[config.mk]
export PLATFORM = sky130hd
export DESIGN_NAME = dec_rate_ctrl
export DESIGN_NICKNAME = d
export VERILOG_FILES = /design/src/rtl/dec_rate_ctrl.sv
export SDC_FILE = /design/constraint.sdc
export NUM_CORES = 1
export LEC_CHECK = 0
export BUFFER_PORTS_ARGS = -buffer_cell sky130_fd_sc_hd__buf_4
export CAP_MARGIN = 0
export CORE_MARGIN = 5
export CORE_UTILIZATION = 45
export DETAILED_ROUTE_END_ITERATION = 10
export HOLD_SLACK_MARGIN = 0.06
export PLACE_DENSITY_LB_ADDON = 0.15
export SYNTH_ARGS = -nofsm -noshare
export SYNTH_HDL_FRONTEND = slang
export SYNTH_SLANG_ARGS = --single-unit
[constraint.sdc]
create_clock -name clk -period 2.89 [get_ports clk]
set_input_delay 0 -clock clk [delete_from_list [all_inputs] [get_ports clk]]
set_output_delay 0 -clock clk [all_outputs]
set_load 0.1 [all_outputs]
[src/rtl/dec_rate_ctrl.sv]
// dec_rate_ctrl: run sequencer for one decimator stage (clock-enable gating, phase tracking, output flagging).
// Latency: dec_en is combinational from in_valid; out_valid trails its accepting sample by OUT_LAT cycles; done follows OUT_LAT drain cycles.
// Backpressure: none; in_valid is consumed every RUN cycle and ignored otherwise, start is dropped while busy.
module dec_rate_ctrl #(
    parameter int MAX_FACTOR = 16,
    parameter int FACTOR_W   = 5,
    parameter int CNT_W      = 16,
    parameter int OUT_LAT    = 1
) (
    input  logic                clk,
    input  logic                rst,
    input  logic                start,
    input  logic                abort,
    input  logic [FACTOR_W-1:0] cfg_factor,
    input  logic [CNT_W-1:0]    cfg_num_samples,
    input  logic                in_valid,
    output logic                dec_en,
    output logic [FACTOR_W-1:0] phase,
    output logic                out_valid,
    output logic [CNT_W-1:0]    out_count,
    output logic                busy,
    output logic                done,
    output logic                cfg_err
);

    localparam logic [1:0] ST_IDLE  = 2'd0;
    localparam logic [1:0] ST_RUN   = 2'd1;
    localparam logic [1:0] ST_DRAIN = 2'd2;

    localparam logic [FACTOR_W-1:0] MAX_F      = FACTOR_W'(MAX_FACTOR);
    // OUT_LAT is at most 4, so a 3-bit drain counter always suffices.
    localparam logic [2:0]          DRAIN_LAST = 3'(OUT_LAT - 1);

    // Run configuration captured at an accepted start; held for the whole run.
    typedef struct packed {
        logic [FACTOR_W-1:0] factor;
        logic [CNT_W-1:0]    num;
    } run_cfg_t;

    logic [1:0]         state;
    logic [1:0]         state_nxt;
    run_cfg_t           cfg_q;
    logic [CNT_W-1:0]   in_cnt;
    logic [2:0]         drain_cnt;
    logic [OUT_LAT-1:0] vld_pipe;
    logic [OUT_LAT-1:0] vld_pipe_nxt;

    logic cfg_ok;
    logic start_ok;
    logic start_bad;
    logic last_phase;
    logic last_sample;
    logic drain_last;
    logic inject;

    // A start is only considered in IDLE, and abort in the same cycle wins over it.
    assign cfg_ok      = (cfg_factor != '0) && (cfg_factor <= MAX_F) && (cfg_num_samples != '0);
    assign start_ok    = start && (state == ST_IDLE) && !abort && cfg_ok;
    assign start_bad   = start && (state == ST_IDLE) && !abort && !cfg_ok;

    // Sample acceptance and frame bookkeeping.
    assign dec_en      = in_valid && (state == ST_RUN);
    assign last_phase  = (phase == (cfg_q.factor - FACTOR_W'(1)));
    assign last_sample = (in_cnt == (cfg_q.num - CNT_W'(1)));
    assign drain_last  = (drain_cnt == DRAIN_LAST);
    // Only a completed frame emits an output; trailing partial frames never inject.
    assign inject      = dec_en && last_phase;

    assign out_valid   = vld_pipe[OUT_LAT-1];
    assign busy        = (state != ST_IDLE);

    // Next-state selection; abort overrides every state.
    always_comb begin
        state_nxt = state;
        if (abort) begin
            state_nxt = ST_IDLE;
        end else begin
            case (state)
                ST_IDLE:  if (start_ok) state_nxt = ST_RUN;
                ST_RUN:   if (dec_en && last_sample) state_nxt = ST_DRAIN;
                ST_DRAIN: if (drain_last) state_nxt = ST_IDLE;
                default:  state_nxt = ST_IDLE;
            endcase
        end
    end

    // Output-valid delay line models the decimator latency; abort and a fresh start flush it.
    always_comb begin
        vld_pipe_nxt = (vld_pipe << 1) | OUT_LAT'(inject);
        if (abort || start_ok) begin
            vld_pipe_nxt = '0;
        end
    end

    // State register and valid delay line.
    always_ff @(posedge clk or posedge rst) begin
        if (rst) begin
            state    <= ST_IDLE;
            vld_pipe <= '0;
        end else begin
            state    <= state_nxt;
            vld_pipe <= vld_pipe_nxt;
        end
    end

    // Latch the run configuration when a legal start is taken.
    always_ff @(posedge clk or posedge rst) begin
        if (rst) begin
            cfg_q <= '0;
        end else if (start_ok) begin
            cfg_q <= '{factor: cfg_factor, num: cfg_num_samples};
        end
    end

    // Input counter and decimation phase advance only on accepted samples.
    always_ff @(posedge clk or posedge rst) begin
        if (rst) begin
            in_cnt <= '0;
            phase  <= '0;
        end else if (start_ok) begin
            in_cnt <= '0;
            phase  <= '0;
        end else if (abort) begin
            phase  <= '0;
        end else if (dec_en) begin
            in_cnt <= in_cnt + CNT_W'(1);
            phase  <= last_phase ? '0 : phase + FACTOR_W'(1);
        end
    end

    // out_count steps on the same edge that raises out_valid, so both are visible together.
    always_ff @(posedge clk or posedge rst) begin
        if (rst) begin
            out_count <= '0;
        end else if (start_ok) begin
            out_count <= '0;
        end else if (vld_pipe_nxt[OUT_LAT-1]) begin
            out_count <= out_count + CNT_W'(1);
        end
    end

    // Drain timer counts the cycles spent waiting for in-flight outputs.
    always_ff @(posedge clk or posedge rst) begin
        if (rst) begin
            drain_cnt <= '0;
        end else if (state == ST_DRAIN && !abort) begin
            drain_cnt <= drain_cnt + 3'd1;
        end else begin
            drain_cnt <= '0;
        end
    end

    // One-cycle status pulses: done on normal completion, cfg_err on a rejected start.
    always_ff @(posedge clk or posedge rst) begin
        if (rst) begin
            done    <= 1'b0;
            cfg_err <= 1'b0;
        end else begin
            done    <= (state == ST_DRAIN) && drain_last && !abort;
            cfg_err <= start_bad;
        end
    end

endmodule

==> results.cfg <==
[synthesis]
synth-main-ff-cell = dfrtp_1
syn_nets = 450
syn-cell-area_mm2 = 0.00372
synth_top_cell_by_area = dfrtp_1
async_flop_share = 1.00
ys_seq_area_frac = 0.444
yosys_warnings = 0
ys_ff_latch = 66
synth_edf_count = 0
synth_area_leaders = dfrtp_1, nand2_1, xnor2_1
postSynthCellCount = 417
synth_top_area_frac = 0.444
ys_types = 56
postSynthAreaPerCell_um2 = 8.92

[route]
vias_per_cell = 5.43
antenna_left = 0
first_pass_iters = 4
vias = 3273
drc = 0
wl_um = 9240
drt_iter0_markers = 218
wl_per_cell_um = 15.3

[floorplan]
placementRows = 33
die_area_mm2 = 0.0102
core_area_mm2 = 0.00813
die_y_um = 101
start_util = 0.457
io-pin-count = 52
fp.dieW_um = 101

[clock_network]
root_buffer = clkbuf_8
tritoncts = built
htreeDepth = 3
post-cts-setup-buffers = 0
path_clk_slew_ns = 0.08
cts_made_buffers = 9
clock_latency_ns = 0.34
cts.path.max_buffers = 2
cts_sinks = 66

[worst_setup_path]
cp-startpoint = cfg_q[16]
crit_arrival_ns = 2.90
crit_chain = inv_1 > ha_1 > and2_1 > o21ai_0 > a31oi_1 > or3_1 > inv_1 > nor2_1 > a221o_1
rr_startpoint = cfg_q[16]
rrSetupSlack_ns = 0.22
path_class = flop to flop
slowest_stage = or3_1
cp_max_fo = 16
cp_common_cell = inv_1
cpLargestDelayFamily = simple AND/OR/NAND/NOR gates
worstRegToRegCells = 9
cp.buffers_inverters = 2
crit_path_max_incr_delay_ns = 0.46
cp.required_ns = 3.12
endpoint = out_count[5]
end_kind = flop
crit_cells = 9
rr_endpoint = out_count[5]
cp-start-kind = flop

[run_status]
status = finished clean

[finish]
fillers = 715
final_cell_mix = nand2_1, dfrtp_1, buf_4
register_area_mm2 = 0.00165
stdcell_count = 603
areaGrowthSynthToFinish_pct = 25.9
multi_input_area_mm2 = 0.00195
final_common_cell = nand2_1
diodes = 0
fin_nets = 526
drive_gt1_frac = 0.175

[global_routing]
grt_pass1_vias = 3115
grt_pass1_wl_um = 15200
grt-ovfl-total = 0
grt_max_degree = 42
antenna_found_initial = 0
gr-usage-all-layers = 0.189

[place]
hpwl_um = 6350
place_congestion = 0.860
dp.cells = 562
portBuffers = 51

[timing]
min_period_ns = 2.67
worst-slew-pin-transition_ns = 0.557
holdWs_ns = 0.265
slew_headroom = 0.624
setup_viol = 0
fin_crit_sh = 0.923
setup_tns_ns = 0
hold_violations = 0
final_max_slew_viol_count = 0
timing.fmax_mhz = 375
clock_skew_ns = 0.00990
rsz0062_at_grt = no

[pwr]
power_density_mw_per_mm2 = 541
leakage_nw = 2.18
max-vdd-ir-drop_v = 0.000293

[job]
cap_violations = 0

[hold_path]
hp-class = primary input to asynchronous set/reset pin
worst min-delay path by stage:
stage / cells past startpoint / slack (ns) / endpoint / from
2_1_floorplan: 2 / 0.11 / cfg_q[10] / cfg_num_samples[10]
3_3_place_gp: 2 / 0.09 / out_count[0] / rst
3_5_place_dp: 2 / 0.09 / out_valid / rst
4_1_cts: 3 / 0.28 / out_count[1] / rst
5_1_grt: 3 / 0.33 / out_valid / rst
6_report: 3 / 0.27 / out_valid / rst
stage by stage:
step	power, mW	worst slack [ns]	util	area [um2]
CTS	2.56	0.244	0.576	4680
finish	2.53	0.223	0.576	4680
global placement	1.62	0.349	0.517	4210
floorplan	1.49	0.0937	-	3720
global route	2.67	0.0263	0.576	4680
detailed placement	1.64	0.262	0.517	4210
sequential cells by signal (all words and copies together) (netlist names):
| register | cells |
|---|---|
| cfg_err | 1 |
| in_cnt | 16 |
| phase | 5 |
| state | 2 |
| done | 1 |
| out_valid | 1 |
| cfg_q | 21 |
| out_count | 16 |
| drain_cnt | 3 |
kinds of logic after synthesis:
family	synth area share
AOI/OAI and AO/OA	0.115
xor gates and xnor gates	0.0824
adders and majority gates	0.0236
buffers and inverters	0.0313
DFF	0.444
muxes	0.0195
and+or+nand+nor	0.284
cell usage after synthesis (all sizes together), types with 5 or more instances:
master and instances:
a211o 6, a21oi 9, and3 12, buf 5, clkbuf 12, dfrtp 66
ha 7, inv 11, mux2i 5, nand2 85, nand3 23, nand4 6
nor2 32, nor3 11, nor4 9, nor4b 7, o21ai 25, or3 7
xnor2 22, xor2 13
metal layers:
layer / track usage / routed length (um) / vias up
li1: - / - / 1624
met5: 0 / 0 / -
met2: 0.315 / 4580 / 70
met4: 0.0603 / 115 / 0
met1: 0.252 / 4220 / 1569
met3: 0.0284 / 320 / 10
where the power goes:
part           internal [mW]  switching, mW
Sequential              1.01          0.117
Clock                  0.511          0.378
Combinational          0.236          0.286
Total                   1.75          0.782
what timing repair did:
action,in CTS,in global routing
gates resized for setup,0,0
hold buffers,25,0
hold endpoints to repair,50,0
worst min-delay path, cell delays in order:
cell and delay [ns]:
dlygate4sd3_1 0.53, buf_4 0.13, inv_2 0.40
final cells by class:
cell class                      count  area share
Timing Repair Buffer               82       0.145
Clock inverter                      6      0.0190
Tap cell                          105      0.0281
Multi-Input combinational cell    323       0.417
Inverter                           11     0.00882
Sequential cell                    66       0.353
Clock buffer                       10      0.0294
(Power assumes the default switching activity.)
